===== src/rtl/store_pack.sv =====
// ---------------------------------------------------------------------------
// store_pack
//
// Store-side narrowing and packing unit sitting between the MEM stage and the
// data-memory write port. An incoming store (32-bit register value, byte
// address, width sw/sh/sb) is lane-replicated, given byte enables and a
// word-aligned address, then buffered in a small FIFO. The FIFO head is
// drained to memory over a valid/ready handshake. Misaligned or illegal
// stores are consumed without producing a write and are flagged on st_err
// one cycle later.
//
// Ports
//   clk        in   rising-edge clock
//   reset_n    in   asynchronous active-low reset
//   st_valid   in   store request valid
//   st_ready   out  request can be accepted (FIFO not full)
//   st_op      in   2'b00 sw, 2'b01 sh, 2'b10 sb, 2'b11 illegal
//   st_addr    in   byte address
//   st_data    in   source register value
//   st_err     out  one-cycle pulse: previous accepted request was dropped
//   mem_valid  out  FIFO head valid
//   mem_ready  in   memory accepts the head entry
//   mem_addr   out  word-aligned address of head entry
//   mem_wdata  out  lane-replicated write data of head entry
//   mem_be     out  byte enables of head entry (bit i = bits [8i+7:8i])
//   count      out  number of occupied entries
// ---------------------------------------------------------------------------
module store_pack #(
    parameter int DEPTH = 2
) (
    input  logic                       clk,
    input  logic                       reset_n,
    input  logic                       st_valid,
    output logic                       st_ready,
    input  logic [1:0]                 st_op,
    input  logic [31:0]                st_addr,
    input  logic [31:0]                st_data,
    output logic                       st_err,
    output logic                       mem_valid,
    input  logic                       mem_ready,
    output logic [31:0]                mem_addr,
    output logic [31:0]                mem_wdata,
    output logic [3:0]                 mem_be,
    output logic [$clog2(DEPTH):0]     count
);

    localparam int AW = $clog2(DEPTH);
    localparam int CW = AW + 1;
    localparam logic [CW-1:0] FULL_COUNT = CW'(DEPTH);

    localparam logic [1:0] OP_SW = 2'b00;
    localparam logic [1:0] OP_SH = 2'b01;
    localparam logic [1:0] OP_SB = 2'b10;

    // ------------------------------------------------------------------
    // Packing of the incoming request
    // ------------------------------------------------------------------
    logic [31:0] pack_wdata;
    logic [3:0]  pack_be;
    logic        pack_legal;
    logic [3:0]  sb_be;

    // One-hot byte lane select for byte stores.
    for (genvar gi = 0; gi < 4; gi++) begin : g_sb_lane
        assign sb_be[gi] = (st_addr[1:0] == 2'(gi));
    end

    always_comb begin
        pack_wdata = st_data;
        pack_be    = 4'b0000;
        pack_legal = 1'b0;
        case (st_op)
            OP_SW: begin
                pack_wdata = st_data;
                pack_be    = 4'b1111;
                pack_legal = (st_addr[1:0] == 2'b00);
            end
            OP_SH: begin
                pack_wdata = {2{st_data[15:0]}};
                pack_be    = st_addr[1] ? 4'b1100 : 4'b0011;
                pack_legal = ~st_addr[0];
            end
            OP_SB: begin
                pack_wdata = {4{st_data[7:0]}};
                pack_be    = sb_be;
                pack_legal = 1'b1;
            end
            default: begin
                pack_wdata = st_data;
                pack_be    = 4'b0000;
                pack_legal = 1'b0;
            end
        endcase
    end

    // ------------------------------------------------------------------
    // FIFO control
    // ------------------------------------------------------------------
    logic [CW-1:0] count_reg;
    logic [AW-1:0] wr_ptr_reg;
    logic [AW-1:0] rd_ptr_reg;
    logic          st_err_reg;

    logic accept;
    logic push;
    logic pop;

    // st_ready depends on the registered count only, so mem_ready never
    // reaches st_ready combinationally; a full FIFO stalls even on a pop.
    assign st_ready = (count_reg != FULL_COUNT);
    assign accept   = st_valid && st_ready;
    assign push     = accept && pack_legal;
    assign pop      = mem_valid && mem_ready;

    always_ff @(posedge clk or negedge reset_n) begin
        if (!reset_n) begin
            count_reg  <= '0;
            wr_ptr_reg <= '0;
            rd_ptr_reg <= '0;
            st_err_reg <= 1'b0;
        end else begin
            st_err_reg <= accept && !pack_legal;
            if (push) begin
                wr_ptr_reg <= wr_ptr_reg + AW'(1);
            end
            if (pop) begin
                rd_ptr_reg <= rd_ptr_reg + AW'(1);
            end
            case ({push, pop})
                2'b10:   count_reg <= count_reg + CW'(1);
                2'b01:   count_reg <= count_reg - CW'(1);
                default: count_reg <= count_reg;
            endcase
        end
    end

    // ------------------------------------------------------------------
    // Entry storage. Cleared on reset so the head outputs read zero.
    // ------------------------------------------------------------------
    logic [31:0] addr_mem  [DEPTH];
    logic [31:0] wdata_mem [DEPTH];
    logic [3:0]  be_mem    [DEPTH];

    always_ff @(posedge clk or negedge reset_n) begin
        if (!reset_n) begin
            for (int i = 0; i < DEPTH; i++) begin
                addr_mem[i]  <= '0;
                wdata_mem[i] <= '0;
                be_mem[i]    <= '0;
            end
        end else if (push) begin
            addr_mem[wr_ptr_reg]  <= {st_addr[31:2], 2'b00};
            wdata_mem[wr_ptr_reg] <= pack_wdata;
            be_mem[wr_ptr_reg]    <= pack_be;
        end
    end

    // Head fields come straight from storage registers; when the FIFO is
    // empty they show whatever the slot last held.
    assign mem_valid = (count_reg != '0);
    assign mem_addr  = addr_mem[rd_ptr_reg];
    assign mem_wdata = wdata_mem[rd_ptr_reg];
    assign mem_be    = be_mem[rd_ptr_reg];
    assign count     = count_reg;
    assign st_err    = st_err_reg;

endmodule

===== config.mk =====
export PLATFORM = sky130hd
export DESIGN_NAME = store_pack
export DESIGN_NICKNAME = d
export VERILOG_FILES = /design/src/rtl/store_pack.sv
export SDC_FILE = /design/constraint.sdc
export NUM_CORES = 1
export LEC_CHECK = 0
export CAP_MARGIN = 30
export CORE_MARGIN = 1
export CORE_UTILIZATION = 51
export DETAILED_ROUTE_END_ITERATION = 7
export GPL_TIMING_DRIVEN = 1
export PLACE_DENSITY = 0.8
export SETUP_SLACK_MARGIN = 0.15
export SKIP_CTS_REPAIR_TIMING = 1
export SYNTH_ARGS = -nofsm -noshare
export SYNTH_HDL_FRONTEND = slang
export SYNTH_SLANG_ARGS = --single-unit

===== constraint.sdc =====
create_clock -name clk -period 2 [get_ports clk]
set_input_delay 0.4 -clock clk [delete_from_list [all_inputs] [get_ports clk]]
set_output_delay 0.4 -clock clk [all_outputs]
set_load 0.05 [all_outputs]

After elaboration in Yosys (flattened, before gate mapping)
Index checks and enable logic that the tools add are counted.

Memory bits (writable): 0. Input port bits: 70. Bits in read-only memories: 0. Output and inout bits: 73. Flip-flop bits (word level): 141. Bits in latches: 0. Memories: 0. Word-level logic and storage cells: 59.

Muxes and demuxes: 21. Divide/modulo/power cells: 0. Order comparisons: 3. Multipliers: 0. Shifts and indexed selects: 0. Reduce and logical (&&, ||, !) cells: 10. Bitwise operators: 3. $add $sub $neg: 4. Equal/unequal tests: 8.

Operators by type and width (number): $mux 32 (7); $bwmux 64 (2); $pmux 32 s2 (1); $demux 32 s1 (1); $mux 4 (5); $pmux 4 s3 (1); $bwmux 8 (1); $eq 2x2->1 const B (4); $eq 2x1->1 const B (3); $logic_and 1x1->1 (5); $demux 4 s1 (1); $ge 2x2->1 const B (2); $logic_not 2->1 (2); $not 1->2 (2); $pmux 2 s2 (1); $reduce_bool 2->1 (2); $pmux 1 s3 (1); $add 1x1->1 const B (2); $add 2x1->2 const B (1); $lt 2x1->1 const B (1); $ne 2x2->1 const B (1); $sub 2x1->2 const B (1); $logic_not 1->1 (1); $not 1->1 (1).

Logic depth before layout (Yosys ltp)
Word-level depth: 6. Depth in mapped cells: 9. Mapped depth without buffers: 9.

Worst setup path after synthesis
Ideal clock, no wire load.

Path type: register to register. From: register count_reg[0], in the netlist count[0]. To: register addr_mem[56] (netlist name). Setup time: 0.125 ns. Path buffers: 2. Setup slack: -0.483 ns. Period minus slack after synthesis: 2.483 ns. Required time: 1.875 ns. Arrival: 2.358 ns. Cell stages (with the launch flop): 7. Path through: dfrtp_1 > nand2b_1 > nand2_1 > or3b_1 > buf_4 > buf_6 > mux2_4.

Longest elaborated chain between the ends: 3.

Ends and longest elaborated chain: start: declaration (line 99) `logic [CW-1:0] count_reg;`; start signal: assignment (line 130) `2'b10: count_reg <= count_reg + CW'(1);`; start signal: assignment (line 131) `2'b01: count_reg <= count_reg - CW'(1);`; start signal: assignment (line 132) `default: count_reg <= count_reg;`; $ne 2x2->1 (line 110) `assign st_ready = (count_reg != FULL_COUNT);`; via st_ready (line 34) `output logic st_ready,`; $logic_and 1x1->1 (line 111) `assign accept = st_valid && st_ready;`; $logic_and 1x1->1 (line 112) `assign push = accept && pack_legal;`; end signal: indexed assignment (line 152) `addr_mem[wr_ptr_reg] <= {st_addr[31:2], 2'b00};`; end: declaration (line 140) `logic [31:0] addr_mem [DEPTH];`.

The timed path passes the listed nets, and every way through them passes these cells. A chain may end at the register's enable or synchronous reset.

Worst setup path after layout
From: register rd_ptr_reg. To: output mem_wdata[29].

Longest elaborated chain between the ends: 4.

Ends and longest elaborated chain: start: declaration (line 101) `logic [AW-1:0] rd_ptr_reg;`; start signal: assignment (line 127) `rd_ptr_reg <= rd_ptr_reg + AW'(1);`; $not 1->2 (not written as such) (line 162) `assign mem_wdata = wdata_mem[rd_ptr_reg];`; $mux 32 (not written as such) (3 in a row) (line 162); end: declaration (line 42) `output logic [31:0] mem_wdata,`.

Every way passes these cells. The select of a mux whose other input is x is not followed.

==> impl_table.tex <==
\begin{tabular}{lr}
\hline
Metric & Value \\
\hline
\multicolumn{2}{l}{\textbf{Status}} \\
\quad Run status & complete, but fails checks \\
\quad Failing checks & setup timing \\
\multicolumn{2}{l}{\textbf{Yosys}} \\
\quad Synthesis-stage register bit count & 137 \\
\quad Portion of synthesized cell area occupied by the leading cell type & 0.523 \\
\quad Mean instance size in the synthesized netlist & 14.2 um\^{}2 \\
\quad Commonest cells in the netlist & sky130\_fd\_sc\_hd\_\_mux2\_2, sky130\_fd\_sc\_hd\_\_dfrtp\_1, sky130\_fd\_sc\_hd\_\_mux2\_4 \\
\quad Cell type contributing the most total cell area after synthesis & sky130\_fd\_sc\_hd\_\_dfrtp\_1 \\
\quad Count of flip-flops with a built-in enable after synthesis & 0 \\
\quad Leading cell type by number of instances after synthesis & sky130\_fd\_sc\_hd\_\_mux2\_2 \\
\quad Post-Syn Instances & 460 \\
\quad Post-synthesis sequential area ratio & 0.523 \\
\quad FFs w/ async S/R, synth & 1.00 \\
\quad Yosys warning total & 0 \\
\quad Unique cell type count in the Yosys netlist & 32 \\
\quad Post-synthesis cell area & approximately 6600 um\^{}2 \\
\quad Main synth FF type & sky130\_fd\_sc\_hd\_\_dfrtp\_1 \\
\quad Top area cells in the synthesized netlist & sky130\_fd\_sc\_hd\_\_dfrtp\_1, sky130\_fd\_sc\_hd\_\_mux2\_2, sky130\_fd\_sc\_hd\_\_mux2\_4 \\
\multicolumn{2}{l}{\textbf{Placement}} \\
\quad Placed cell area & 8400 um\^{}2 \\
\quad Post-DP HPWL & around 10000 um \\
\quad Final estimated routing congestion in global placement & 0.808 \\
\quad Post-Place Setup Slack & -0.758 ns \\
\quad Port bufs & 140 \\
\multicolumn{2}{l}{\textbf{Pwr}} \\
\quad Power density normalized to cell area & between 1500 and 2000 nW/um\^{}2 \\
\quad Static leakage power & 4.79 nW \\
\quad Power share of the sequential group & 0.258 \\
\quad Internal Dissipation & 11.3 mW \\
\quad Final Total Pwr & about 19 mW \\
\quad Switch share & 0.414 \\
\quad Share of power burned in the clock network & 0.154 \\
\quad Peak supply drop & 1.66 mV \\
\quad Net switching power & 7.99 mW \\
\quad Power share of the combinational group & 0.589 \\
\multicolumn{2}{l}{\textbf{Timing}} \\
\quad Unrepaired setup endpoints after global routing & true \\
\quad Hold Vio Cnt, Final & 0 \\
\quad Slew HR & 0.665 \\
\quad Clock Skew & approximately 0.0068 ns \\
\quad Pins over their slew limit & 0 \\
\quad Hold Worst Slack & between 0.4 and 0.5 ns \\
\quad Share of the cycle needed by the critical path after routing & 1.05 \\
\quad Clock period minus worst slack & approximately 2.1 ns \\
\quad Max Freq & 0.476 GHz \\
\quad Worst-case setup margin in the final layout & -0.0993 ns \\
\quad Slew at the pin closest to its max-slew limit & roughly 0.50 ns \\
\quad Setup violations, final & 64 \\
\multicolumn{2}{l}{\textbf{Worst setup path}} \\
\quad Required time of the critical path & 1.60 ns \\
\quad Data arrival, critical path & 1.70 ns \\
\quad Crit. End Element & output port \\
\quad Highest net fanout along the worst path & 9 \\
\quad Setup Crit Path Kind & register to output port \\
\quad Startpoint types & register \\
\multicolumn{2}{l}{\textbf{Final layout}} \\
\quad Top flop regs & wdata\_mem (64), addr\_mem (60), be\_mem (8) \\
\quad Flip-flop count of the largest register, all copies and words added & 64 \\
\quad Antenna diodes & 0 \\
\quad Final net count & $\sim$720 \\
\quad Final instance area & 9960 um\^{}2 \\
\quad Top reg by flops & wdata\_mem \\
\quad Finished Core Util & 0.793 \\
\quad Ratio of cells with drive above 1 in the final layout & 0.558 \\
\quad Layout-stage area growth over the synthesis result & 52.0\% \\
\multicolumn{2}{l}{\textbf{Route}} \\
\quad Vias & 4596 \\
\quad Post-DRT Antenna Nets & 0 \\
\quad Routed WL per cell & 23.0 um \\
\quad Router iterations before antenna repair & 4 \\
\quad Vias per cell & 5.53 \\
\quad Final wirelength & 19100 um \\
\quad Remaining design rule violation count & 0 \\
\quad Number of DRC markers after the initial detailed-route iteration & 304 \\
\multicolumn{2}{l}{\textbf{Clocking}} \\
\quad CTS tree & yes \\
\quad Clock latency on the worst-skew pair & about 0.42 ns \\
\quad Clk Tree Root Cell & sky130\_fd\_sc\_hd\_\_clkbuf\_16 \\
\quad Deepest clock path buffer count & 2 \\
\quad Cts bufs inserted & 17 \\
\quad Clock transition at the register clock pins on the worst setup and hold paths after CTS & 0.06 ns \\
\quad H-Tree Level Count & 4 \\
\quad Clock Sinks & 137 \\
\multicolumn{2}{l}{\textbf{Run}} \\
\quad Max cap viols & 0 \\
\multicolumn{2}{l}{\textbf{Floorplanning}} \\
\quad Placeable core region & 12600 um\^{}2 \\
\quad Y dimension of the die & 115 um \\
\quad Chip width & roughly 120 um \\
\quad Overall die area & 13300 um\^{}2 \\
\quad Number of placement rows & 41 \\
\quad I/O pin total & approximately 140 \\
\quad Starting density of the core & 0.521 \\
\multicolumn{2}{l}{\textbf{Hold path}} \\
\quad Classification of the worst-slack hold path & input port to asynchronous set/reset pin \\
\multicolumn{2}{l}{\textbf{Global routing}} \\
\quad Overflow after GRT & 0 \\
\quad Global routing usage summed across all routing layers & 0.242 \\
\quad Number of global-route vias before repair & 4636 \\
\quad Antenna violations before repair & 0 \\
\quad Global-route wire length before repair & 24000 um \\
\quad Pin count of the biggest net entering global routing & 48 \\
\hline
\end{tabular}
==> metal layers <==
| metal | part of all wire | up-vias | GRT usage |
|---|---|---|---|
| li1 | - | 2023 | - |
| met3 | 0.067 | 25 | 0.0759 |
| met1 | 0.42 | 2363 | 0.296 |
| met5 | 0 | - | 0 |
| met4 | 0.015 | 0 | 0.0944 |
| met2 | 0.50 | 185 | 0.398 |
==> kinds of logic after synthesis <==
kind of cell | Yosys count | share of synthesized area
flip-flops | 137 | 0.523
other | 1 | 0.000572
XOR/XNOR | 5 | 0.00669
AO/OA/AOI/OAI | 36 | 0.0393
buffers and inverters | 43 | 0.0323
AND/OR/NAND/NOR | 35 | 0.0250
adder cells (fa/ha/maj) | 5 | 0.00955
multiplexers | 198 | 0.363
==> cells in the final DEF (no fill, tap or decap), drive strengths merged, types with 2 or more instances in the layout <==
cell type	instances
a22o	8
xor2	2
inv	12
and2	2
nand2	9
conb	2
dfrtp	137
ha	5
clkdlybuf4s50	64
or3b	2
o22ai	8
mux2	198
and4	2
a21oi	8
a22oi	8
nand2b	3
nor2	15
dlymetal6s2s	5
buf	112
xnor2	3
clkbuf	44
==> per-stage QoR <==
stage / TNS (ns) / instances
floorplan: -2.45 / 461
global placement: -88.35 / 768
detailed placement: -95.22 / 768
CTS: -52.86 / 799
global route: -6.33 / 831
finish: -4.71 / 831
==> critical path, stage by stage (launching register included) <==
cell                        delay (ns)
sky130_fd_sc_hd__dfrtp_4          0.50
sky130_fd_sc_hd__buf_8            0.16
sky130_fd_sc_hd__clkbuf_16        0.17
sky130_fd_sc_hd__mux2_2           0.29
sky130_fd_sc_hd__buf_6            0.16
==> cell type report <==
cell class / count / area (um^2)
well taps: 172 / 215
clock buffers: 30 / 544
inverters: 12 / 68.8
clock inverters: 1 / 5.00
flip-flops and latches: 137 / 3430
fillers: 687 / 2610
multi-input cells: 283 / 3300
repair buffers: 196 / 2390
==> power groups by stage <==
| stage | registers, mW | logic, mW | clock network [mW] |
|---|---|---|---|
| floorplan | 4.71 | 7.15 | 0 |
| finish | 4.97 | 11.4 | 2.97 |
| detailed placement | 4.93 | 9.56 | 0 |
| CTS | 4.92 | 9.61 | 2.95 |
| global route | 5.10 | 11.8 | 3.10 |
| global placement | 4.84 | 9.45 | 0 |
==> final timing paths <==
kind / from / to / slack, ns / cells after the start
worst max-delay path: rd_ptr_reg / mem_wdata[29] / -0.1 / 4
worst min-delay path: reset_n / addr_mem[37] / 0.46 / 2
worst max register to register: count[0] / addr_mem[39] / 0.07 / 5
worst min register to register: addr_mem[9] / addr_mem[9] / 0.50 / 1
max in group asynchronous: reset_n / addr_mem[16] / 0.95 / 3
min in group clk: addr_mem[9] / addr_mem[9] / 0.50 / 1
No activity file was read; power rests on OpenSTA's default activity.
